**config.mk**
```make
export PLATFORM = sky130hd
export DESIGN_NAME = uart_tx_arbiter
export DESIGN_NICKNAME = d
export VERILOG_FILES = /design/src/rtl/uart_tx_arbiter.sv
export SDC_FILE = /design/constraint.sdc
export NUM_CORES = 1
export LEC_CHECK = 0
export CORE_ASPECT_RATIO = 1.4
export CORE_UTILIZATION = 40
export CTS_CLUSTER_SIZE = 40
export DETAILED_ROUTE_END_ITERATION = 16
export PLACE_DENSITY = 0.69
export SYNTH_ARGS = -nofsm -noshare
export SYNTH_HDL_FRONTEND = slang
export SYNTH_SLANG_ARGS = --single-unit
```
**constraint.sdc**
```tcl
create_clock -name clk_i -period 2.9 [get_ports clk_i]
set_clock_uncertainty 0.1 [all_clocks]
set_input_delay 0.87 -clock clk_i [delete_from_list [all_inputs] [get_ports clk_i]]
set_output_delay 0.87 -clock clk_i [all_outputs]
set_load 0.005 [all_outputs]
```
**src/rtl/uart_tx_arbiter.sv**
```systemverilog
// Round-robin arbiter sharing one uart_tx transmitter between N_REQ byte requesters.
// Optional grant locking for multi-byte packets is enabled by defining UART_ARB_LOCK_EN.
module uart_tx_arbiter #(
  parameter int N_REQ = 4,
  parameter int DW    = 8
) (
  input  logic                clk_i,
  input  logic                rst_i,
  input  logic [N_REQ-1:0]    req_valid_i,
  input  logic [N_REQ*DW-1:0] req_data_i,
  input  logic [N_REQ-1:0]    req_lock_i,
  output logic [N_REQ-1:0]    req_ready_o,
  output logic [N_REQ-1:0]    grant_o,
  output logic [DW-1:0]       tx_data_o,
  output logic                tx_start_o,
  input  logic                idle_i,
  output logic                busy_o
);

  // state     | meaning
  // ARB       | transmitter free, choose next requester
  // START     | tx_start_o pulse, byte latched on tx_data_o
  // WAIT_BUSY | waiting for the transmitter to report busy
  // WAIT_DONE | frame on the line, waiting for idle to return
  typedef enum logic [1:0] {ARB, START, WAIT_BUSY, WAIT_DONE} state_t;

  localparam int IW = $clog2(N_REQ);

  state_t            state;
  logic [IW-1:0]     last;
  logic [N_REQ-1:0]  eligible;
  logic              pick_found;
  logic [IW-1:0]     pick_idx;
  logic [DW-1:0]     pick_data;
  logic [N_REQ-1:0]  pick_onehot;
  logic [IW:0]       target;
  logic              can_accept;

`ifdef UART_ARB_LOCK_EN
  logic locked;

  // While locked only the current owner may be chosen again.
  assign eligible = locked ? (req_valid_i & grant_o) : req_valid_i;
`else
  logic unused_lock;

  assign eligible    = req_valid_i;
  assign unused_lock = ^req_lock_i;
`endif

  // Scan last+1, last+2, ... wrapping; the previous winner is considered last.
  always_comb begin
    pick_found = 1'b0;
    pick_idx   = '0;
    pick_data  = '0;
    target     = '0;
    for (int i = 1; i <= N_REQ; i++) begin
      target = {1'b0, last} + (IW+1)'(i);
      if (target >= (IW+1)'(N_REQ)) target = target - (IW+1)'(N_REQ);
      for (int k = 0; k < N_REQ; k++) begin
        if (!pick_found && eligible[k] && (target == (IW+1)'(k))) begin
          pick_found = 1'b1;
          pick_idx   = IW'(k);
          pick_data  = req_data_i[k*DW +: DW];
        end
      end
    end
  end

  assign pick_onehot = N_REQ'(1) << pick_idx;
  assign can_accept  = (state == ARB) && idle_i && pick_found && !rst_i;
  assign req_ready_o = can_accept ? pick_onehot : '0;

  always_ff @(posedge clk_i or posedge rst_i) begin
    if (rst_i) begin
      state      <= ARB;
      last       <= IW'(N_REQ - 1);
      grant_o    <= '0;
      tx_data_o  <= '0;
      tx_start_o <= 1'b0;
      busy_o     <= 1'b0;
`ifdef UART_ARB_LOCK_EN
      locked     <= 1'b0;
`endif
    end else begin
      case (state)
        ARB: begin
          tx_start_o <= 1'b0;
          if (can_accept) begin
            tx_data_o  <= pick_data;
            grant_o    <= pick_onehot;
            last       <= pick_idx;
            tx_start_o <= 1'b1;
            busy_o     <= 1'b1;
            state      <= START;
          end
        end
        START: begin
          tx_start_o <= 1'b0;
          state      <= WAIT_BUSY;
        end
        WAIT_BUSY: begin
          if (!idle_i) state <= WAIT_DONE;
        end
        WAIT_DONE: begin
          if (idle_i) begin
            busy_o <= 1'b0;
            state  <= ARB;
`ifdef UART_ARB_LOCK_EN
            if (req_lock_i[last]) begin
              locked <= 1'b1;
            end else begin
              locked  <= 1'b0;
              grant_o <= '0;
            end
`else
            grant_o <= '0;
`endif
          end
        end
        default: state <= ARB;
      endcase
    end
  end

endmodule
```
After elaboration in Yosys (flattened, before gate mapping)
Index checks and enable logic that the tools add are counted.
{"block": "word_totals", "word_cells": 161, "out_inout_bits": 18, "ff_bits": 18}
{"block": "op_classes", "mux": 64, "eq_ne": 18, "shifts": 1, "n_reduce_logical": 60, "order_cmp": 4, "n_addsub": 8}
{"op": "$mux 8", "n": 16}
{"op": "$logic_and 1x1->1", "n": 34}
{"op": "$mux 2", "n": 17}
{"op": "$eq 3x2->1 const B", "n": 8}
{"op": "$mux 1", "n": 20}
{"op": "$logic_not 1->1", "n": 16}
{"op": "$eq 3x1->1 const B", "n": 4}
{"op": "$ge 3x3->1 const B", "n": 4}
{"op": "$logic_not 3->1", "n": 4}
{"op": "$mux 3", "n": 4}
{"op": "$mux 4", "n": 3}
{"op": "$sub 3x3->3 const B", "n": 4}
{"op": "$pmux 2 s4", "n": 1}
{"op": "$pmux 4 s2", "n": 1}
{"op": "$add 2x2->3 const B", "n": 2}
{"op": "$ne 2x2->1 const B", "n": 3}
{"op": "$reduce_and 3->1", "n": 2}
{"op": "$eq 2x2->1 const B", "n": 2}
{"op": "$pmux 1 s2", "n": 2}
{"op": "$reduce_bool 2->1", "n": 2}
{"op": "$shl 1x2->4 const A", "n": 1}
{"op": "$add 2x1->3 const B", "n": 1}
{"op": "$add 2x3->3 const B", "n": 1}
{"op": "$eq 2x1->1 const B", "n": 1}
{"op": "2 further kinds", "n": 2}

Longest topological paths before layout
Gate-level depths: netlist of the first run.
{"block": "logic_depth", "ltp_word": 70, "depth_mapped": 9, "depth_no_buf": 8}

Least setup slack after synthesis of the first run
No wires, ideal clock.
{"block": "synth_path", "path_kind": "input to output", "start": "in req_valid_i[0]", "end": "out req_ready_o[2]", "path_buffers": 1, "path_stages": 7, "arrival_time_ps": 2017, "required_ps": 1930, "slack_ps": -87, "path_cell_list": "buf_4 > nor2_2 > o21bai_1 > a221oi_1 > nand2b_1 > nand2_1 > nor2_1"}
{"block": "synth_via", "elab_chain_len": 65}
{"element": "from (decl)", "line": "9", "rtl": "input logic [N_REQ-1:0] req_valid_i,"}
{"element": "$logic_and 1x1->1", "line": "61", "rtl": "if (!pick_found && eligible[k] && (target == (IW+1)'(k))) begin"}
{"element": "$mux 1", "line": "61"}
{"element": "$logic_not 1->1", "line": "61"}
{"element": "$logic_and 1x1->1 (2 in a row)", "line": "61"}
{"element": "$mux 1", "line": "61"}
{"element": "$logic_not 1->1", "line": "61"}
{"element": "$logic_and 1x1->1 (2 in a row)", "line": "61"}
{"element": "$mux 1", "line": "61"}
{"element": "[44 not listed]"}
{"element": "$logic_not 1->1", "line": "61"}
{"element": "$logic_and 1x1->1 (2 in a row)", "line": "61"}
{"element": "$mux 1", "line": "61"}
{"element": "$logic_not 1->1", "line": "61"}
{"element": "$logic_and 1x1->1 (2 in a row)", "line": "61"}
{"element": "$mux 1", "line": "61"}
{"element": "$logic_and 1x1->1 (2 in a row)", "line": "71", "rtl": "assign can_accept = (state == ARB) && idle_i && pick_found && !rst_i;"}
{"element": "$mux 4 (*)", "line": "72", "rtl": "assign req_ready_o = can_accept ? pick_onehot : '0;"}
{"element": "to (decl)", "line": "12", "rtl": "output logic [N_REQ-1:0] req_ready_o,"}
Mark *: on every way between the ends. The rest lies on a longest branch, timed or not.

Worst setup path after layout of the first run
{"block": "layout_path", "start": "in req_valid_i[3]", "end": "out req_ready_o[0]"}
{"block": "layout_via", "elab_chain_len": 54}
{"element": "$logic_and 1x1->1 (2 in a row)", "line": "61"}
{"element": "$mux 1", "line": "61"}
{"element": "$logic_not 1->1", "line": "61"}
{"element": "$logic_and 1x1->1 (2 in a row)", "line": "61"}
{"element": "$mux 1", "line": "61"}
{"element": "$logic_not 1->1", "line": "61"}
{"element": "$logic_and 1x1->1 (2 in a row)", "line": "61"}
{"element": "$mux 1", "line": "61"}
{"element": "[32 not listed]"}
{"element": "$logic_not 1->1", "line": "61"}
{"element": "$logic_and 1x1->1 (2 in a row)", "line": "61"}
{"element": "$mux 1", "line": "61"}
{"element": "$logic_not 1->1", "line": "61"}
{"element": "$logic_and 1x1->1 (2 in a row)", "line": "61"}
{"element": "$mux 1", "line": "61"}
{"element": "$logic_and 1x1->1 (2 in a row)", "line": "71"}
{"element": "$mux 4 (*)", "line": "72"}
Marks and branches as above.

==> results of run 1 <==
==> through the flow <==
stage	instance area (um^2)	util	setup TNS [ns]	power, uW
final	3600	0.687	-0.256	2470
after floorplan	2230	-	0	1290
after detailed placement	3270	0.625	-4.81	2020
after CTS	3570	0.682	-0.159	2390
after global routing	3600	0.687	-0.495	2620
after global placement	3270	0.625	-4.56	2000
==> final timing paths <==
check / cells after the start / start / endpoint
setup reg to reg: 9 / last[0] / tx_data_o[3]
hold / removal: 1 / busy_o / busy_o
setup / recovery: 8 / req_valid_i[3] / req_ready_o[0]
min in group asynchronous: 3 / rst_i / tx_data_o[4]
max in group asynchronous: 4 / rst_i / last[0]
hold reg to reg: 1 / busy_o / busy_o
==> synth_stat cells, types with 2 or more instances <==
cell type	n
a211oi_1	8
a21o_1	2
a21oi_1	37
a221oi_1	23
a22oi_1	7
a31oi_1	2
a32o_1	3
and2_1	3
and3_1	3
buf_2	12
buf_4	3
clkbuf_1	8
dfrtp_1	16
dfstp_2	2
ha_1	4
inv_1	16
nand2_1	30
nand2b_1	9
nand3_1	6
nand3_2	2
nand3b_1	2
nand4_1	2
nor2_1	25
nor2b_1	7
nor3_1	2
nor3_2	2
nor3b_1	3
nor4_1	2
o21ai_0	22
o22ai_1	15
o31ai_1	5
o41ai_1	2
or3_1	3
or4b_1	2
==> registers in the layout, summed over array words and instances (netlist names) <==
signal	cells
busy_o	1
state	2
grant_o	4
tx_data_o	8
last	2
tx_start_o	1
==> layer usage <==
layer / GRT usage / wire, um
met4: 0.226 / 547
met3: 0.0381 / 716
met1: 0.378 / 3550
met2: 0.597 / 4950
met5: 0 / 0
==> logic make-up after synthesis <==
logic type	Yosys count	share of synthesized area
AO/OA/AOI/OAI	140	0.427
AND/OR/NAND/NOR	110	0.265
buffers and inverters	40	0.0799
flip-flops	18	0.205
adder cells (fa/ha/maj)	4	0.0227
==> report_power, final <==
| part | internal [uW] | switching (uW) |
|---|---|---|
| Combinational | 902 | 887 |
| Clock | 121 | 110 |
| Sequential | 373 | 75.8 |
==> what timing repair did <==
action,in CTS,in global routing
gates cloned,1,0
setup endpoints to repair,4,4
pin swaps,14,4
setup buffers,11,2
gates resized for setup,73,4
==> layout make-up <==
type	instances	area, um^2
Multi-Input combinational cell	254	1700
Fill cell	438	1640
Timing Repair Buffer	139	1240
Sequential cell	18	453
Tap cell	66	82.6
Inverter	17	63.8
Clock buffer	4	55.1
==> flow_metrics.py, run 1 <==
metrics = {
    "run_status": {
        "outcome": "complete, but fails checks",
        "violations": "negative setup slack",
    },
    "sta": {
        "hold_slack_ns": 0.396,
        "relSlewSlack": 0.597,
        "drv_slew": 0,
        "post-route-period-util": 1.04,
        "final.setup.worst_slack_ns": -0.111,
        "fmaxAchievable_ghz": 0.332,
        "tightest_slew_ns": 0.598,
        "rsz0062_at_grt": "true",
        "post-route-min-period_ns": 3.01,
        "timing.final.hold_violations": 0,
        "finalSetupViolCount": 4,
    },
    "placement": {
        "io_buffer_count": 56,
        "detailed_place_hpwl_um": 6590,
        "dp_cells": 480,
        "place.gp.congestion": 0.941,
        "preCtsSetupSlack_ns": -0.929,
    },
    "yosys": {
        "synth_area_leaders": "dfrtp_1 (18%), a221oi_1 (9.1%), a21oi_1 (8.4%)",
        "yosysWarnings": 0,
        "synth_top_area_frac": 0.181,
        "seq_area_frac_synth": 0.205,
        "syn_area_mm2": 0.00221,
        "synth_edf_count": 0,
        "syn_nets": 359,
        "synthFlopType": "dfrtp_1",
        "synth_area_leader_cell": "dfrtp_1",
        "synthArstFlopShare": 1.00,
        "synth.ff_latch_count": 18,
        "syn_inst": 312,
        "avgSynthCellArea_um2": 7.07,
        "ys_types": 56,
    },
    "cells_and_area": {
        "drive_above_1_share": 0.294,
        "final_cell_mix": "buf_4 (79), clkdlybuf4s50_1 (46), a21oi_1 (37), nand2_1 (28)",
        "antenna_cells": 0,
        "syn_to_final_growth_pct": 62.9,
        "final-instance-count-excl-fill": 498,
        "mostFrequentLayoutCell": "buf_4",
        "fin_nets": 480,
    },
    "clock_tree": {
        "cts_max_level": 1,
        "cts_tree": "yes",
        "cts.root.buffer_cell": "clkbuf_8",
        "cts.hold.buffers_added": 0,
        "clock-sinks": 18,
        "cts_buffers": 3,
        "clkLatencyLatePin_ns": 0.27,
        "path_clk_slew_ns": 0.08,
        "clockBufferDepth": 2,
    },
    "worst_setup_path": {
        "endpoint_kind": "output port",
        "max_stage_delay_ns": 0.36,
        "crit_top_cell": "buf_12",
        "critical_path.top_delay_family": "simple AND/OR/NAND/NOR gates",
        "crit_buf_inv": 4,
        "crit_chain": "buf_12, buf_12, nand2b_1, a21oi_1, or3_4, buf_4, nor2_1, buf_2",
        "arrival_ns": 2.04,
        "crit_path_max_fanout": 10,
        "crit_required_ns": 1.93,
        "slowest_stage": "or3_4",
        "start_kind": "input port",
        "criticalPathCategory": "in2out",
        "reg2reg_slack_ns": 0.47,
    },
    "floorplanning": {
        "die_h_um": 89.9,
        "die_x_um": 64.8,
        "ios": 61,
        "num_rows": 31,
        "core-area_mm2": 0.00524,
        "die_area_mm2": 0.00582,
        "start_util": 0.422,
    },
    "routing": {
        "num_vias": 3199,
        "routedWlPerCell_um": 19.6,
        "dr.pass1.iters": 6,
        "wl_um": 9770,
        "ant_nets": 0,
        "via_per_inst": 6.42,
        "drc": 0,
        "drt-initial-drc-count": 423,
    },
    "grt": {
        "first_global_vias": 3203,
        "grt_pass1_wl_um": 15500,
        "grt_overflow": 0,
        "grt_use_total": 0.342,
        "grt_max_degree": 28,
        "antenna_found_initial": 0,
    },
    "flow_run": {
        "drv_cap": 0,
    },
    "pwr": {
        "ir_worst_vdd_mv": 0.435,
        "power.leakage_uw": 0.00156,
        "power_density_mw_per_mm2": 687,
    },
    "hold_path": {
        "hold_path_class": "reg2reg",
    },
}
Note: power is estimated with default switching activity, not from simulation.
==> run 2: changes to the inputs <==
--- a/config.mk
+++ b/config.mk
@@ -9,7 +9,9 @@
 export CORE_UTILIZATION = 40
 export CTS_CLUSTER_SIZE = 40
 export DETAILED_ROUTE_END_ITERATION = 16
+export MAX_ROUTING_LAYER = met4
 export PLACE_DENSITY = 0.69
+export SLEW_MARGIN = 20
 export SYNTH_ARGS = -nofsm -noshare
 export SYNTH_HDL_FRONTEND = slang
 export SYNTH_SLANG_ARGS = --single-unit
==> run 2 against run 1 <==
Compared with the run above: the flow still finishes with violations (negative setup slack); maximum frequency is 0.18% lower; global-route usage is 1.2 points lower; combinational power is 6% lower; setup slack worse by 0.0054 ns; critical path depth stayed put; sequential cell count stayed put; count of clock-buffer cells in the layout stayed put; largest cell class unchanged.
==> flow_metrics.py, run 2 (synthesis gave the netlist of run 1 again) <==
metrics = {
    "run_status": {
        "outcome": "complete, but fails checks",
        "violations": "negative setup slack",
    },
    "clock_tree": {
        "clock-sinks": 18,
        "clockBufferDepth": 2,
        "cts_tree": "yes",
        "cts_max_level": 1,
        "path_clk_slew_ns": 0.08,
        "cts_buffers": 3,
        "clkLatencyLatePin_ns": 0.27,
        "cts.root.buffer_cell": "clkbuf_8",
    },
    "worst_setup_path": {
        "max_stage_delay_ns": 0.41,
        "worstReg2RegStart": "last[0]",
        "slowest_stage": "or3_4",
        "crit_path_max_fanout": 4,
        "crit_required_ns": 1.93,
        "endpoint_kind": "output port",
        "arrival_ns": 2.05,
        "critPathLaunch": "req_valid_i[1]",
        "critical_path.top_delay_family": "simple AND/OR/NAND/NOR gates",
        "crit_top_cell": "nor2_1",
        "crit_chain": "buf_8, nor2b_4, nor2_2, nor2_1, or3_4, buf_6, nor2_1, buf_2",
        "criticalPathCategory": "in2out",
        "start_kind": "input port",
        "crit_buf_inv": 3,
    },
    "routing": {
        "ant_nets": 0,
        "drc": 0,
        "dr.pass1.iters": 6,
        "drt-initial-drc-count": 416,
        "routedWlPerCell_um": 19.2,
        "num_vias": 3102,
        "via_per_inst": 6.36,
        "wl_um": 9380,
    },
    "sta": {
        "finalSetupViolCount": 4,
        "rsz0062_at_grt": "true",
        "final.setup.worst_slack_ns": -0.116,
        "fmaxAchievable_ghz": 0.332,
        "post-route-min-period_ns": 3.02,
        "tightest_slew_ns": 0.614,
        "post-route-period-util": 1.04,
        "drv_slew": 0,
        "setup_tns_ns": -0.247,
        "relSlewSlack": 0.586,
        "timing.final.hold_violations": 0,
    },
    "cells_and_area": {
        "largest_register_ffs": 8,
        "seq_area_um2": 453,
        "syn_to_final_growth_pct": 56.6,
        "antenna_cells": 0,
        "top_register": "tx_data_o",
        "multi_input_area_mm2": 0.00169,
        "mostFrequentLayoutCell": "buf_4",
        "fin_nets": 470,
        "final_cell_mix": "buf_4 (70), clkdlybuf4s50_1 (46), a21oi_1 (37), nand2_1 (28)",
        "reg.largest.list": "tx_data_o (8), grant_o (4)",
        "final-instance-count-excl-fill": 488,
        "n_fill_cell": 444,
        "drive_above_1_share": 0.280,
    },
    "grt": {
        "first_global_vias": 2943,
        "grt_overflow": 0,
        "grt_use_total": 0.331,
        "grt_max_degree": 28,
        "grt_pass1_wl_um": 14500,
        "antenna_found_initial": 0,
    },
    "floorplanning": {
        "start_util": 0.422,
        "num_rows": 31,
        "core-area_mm2": 0.00524,
        "die_area_mm2": 0.00582,
        "die_h_um": 89.9,
        "die_x_um": 64.8,
        "ios": 61,
    },
    "flow_run": {
        "drv_cap": 0,
    },
    "pwr": {
        "cellInternalPower_uw": 1340,
        "power.leakage_uw": 0.00147,
        "p_total_uw": 2370,
        "p_sw_uw": 1030,
        "power_density_mw_per_mm2": 686,
        "comb_power_share": 0.713,
        "p_seq_frac": 0.190,
        "ir_worst_vdd_mv": 0.430,
        "switching_share": 0.434,
        "power.share.clock": 0.096,
    },
    "hold_path": {
        "hold_path_class": "reg2reg",
        "hold_start": "busy_o",
    },
    "placement": {
        "place.gp.congestion": 0.977,
        "io_buffer_count": 56,
        "detailed_place_hpwl_um": 6750,
        "dp_cells": 479,
    },
}
==> run 2: cell count changes in the layout (fill, tap and decap cells not counted), sizes merged <==
cell	previous run	this run
buf	90	81
bufbuf	1	0
clkdlybuf4s15	1	2
clkinv	0	1
dlygate4sd2	1	0
inv	17	16
==> run 2: layout make-up <==
cell class | count | share of cell area
Multi-Input combinational cell | 254 | 0.488
Timing Repair Buffer | 129 | 0.322
Sequential cell | 18 | 0.131
Tap cell | 66 | 0.0239
Inverter | 17 | 0.0188
Clock buffer | 4 | 0.0159
==> run 2: final timing paths <==
check                            endpoint  slack, ns  cells past startpoint
min                                busy_o       0.40                      1
min reg2reg                        busy_o       0.40                      1
max in group asynchronous         last[0]       1.52                      3
max reg2reg                  tx_data_o[3]       0.42                      9
min in group asynchronous    tx_data_o[2]       0.60                      2
max                        req_ready_o[0]      -0.12                      8
==> run 2: through the flow <==
step / hold slack (ns) / utilization / instance area, um^2 / setup WS (ns)
CTS: 0.391 / 0.658 / 3440 / -0.0950
finish: 0.395 / 0.660 / 3460 / -0.116
detailed placement: 0.363 / 0.624 / 3270 / -0.945
floorplan: 0.367 / - / 2230 / 0.0144
global placement: 0.367 / 0.624 / 3270 / -0.923
global route: 0.405 / 0.660 / 3460 / -0.142
==> run 2: routing by layer <==
metal,GRT usage,share of wire
met1,0.359,0.38
met2,0.556,0.49
met3,0.0355,0.068
met4,0.213,0.063
met5,-,0
==> run 2: worst reg2reg max path: cells and delay by family, from the launching register on <==
| family | cells | cell delay, ns |
|---|---|---|
| compound gates | 4 | 0.60 |
| buf+inv | 3 | 0.60 |
| simple gates | 2 | 0.46 |
| flops | 1 | 0.62 |
==> run 2: power by group through the flow <==
stage	Combinational (uW)	Clock, uW	Sequential, uW
floorplan	841	0	447
global placement	1540	0	443
detailed placement	1550	0	446
CTS	1650	230	451
global route	1820	236	461
finish	1690	229	451
==> run 2: timing repair <==
action | CTS | global route
setup endpoints to repair | 4 | 4
cloned | 0 | 0
buffers inserted | 5 | 0
hold buffers | 0 | 0
pin swaps | 14 | 9
gates resized for setup | 68 | 5
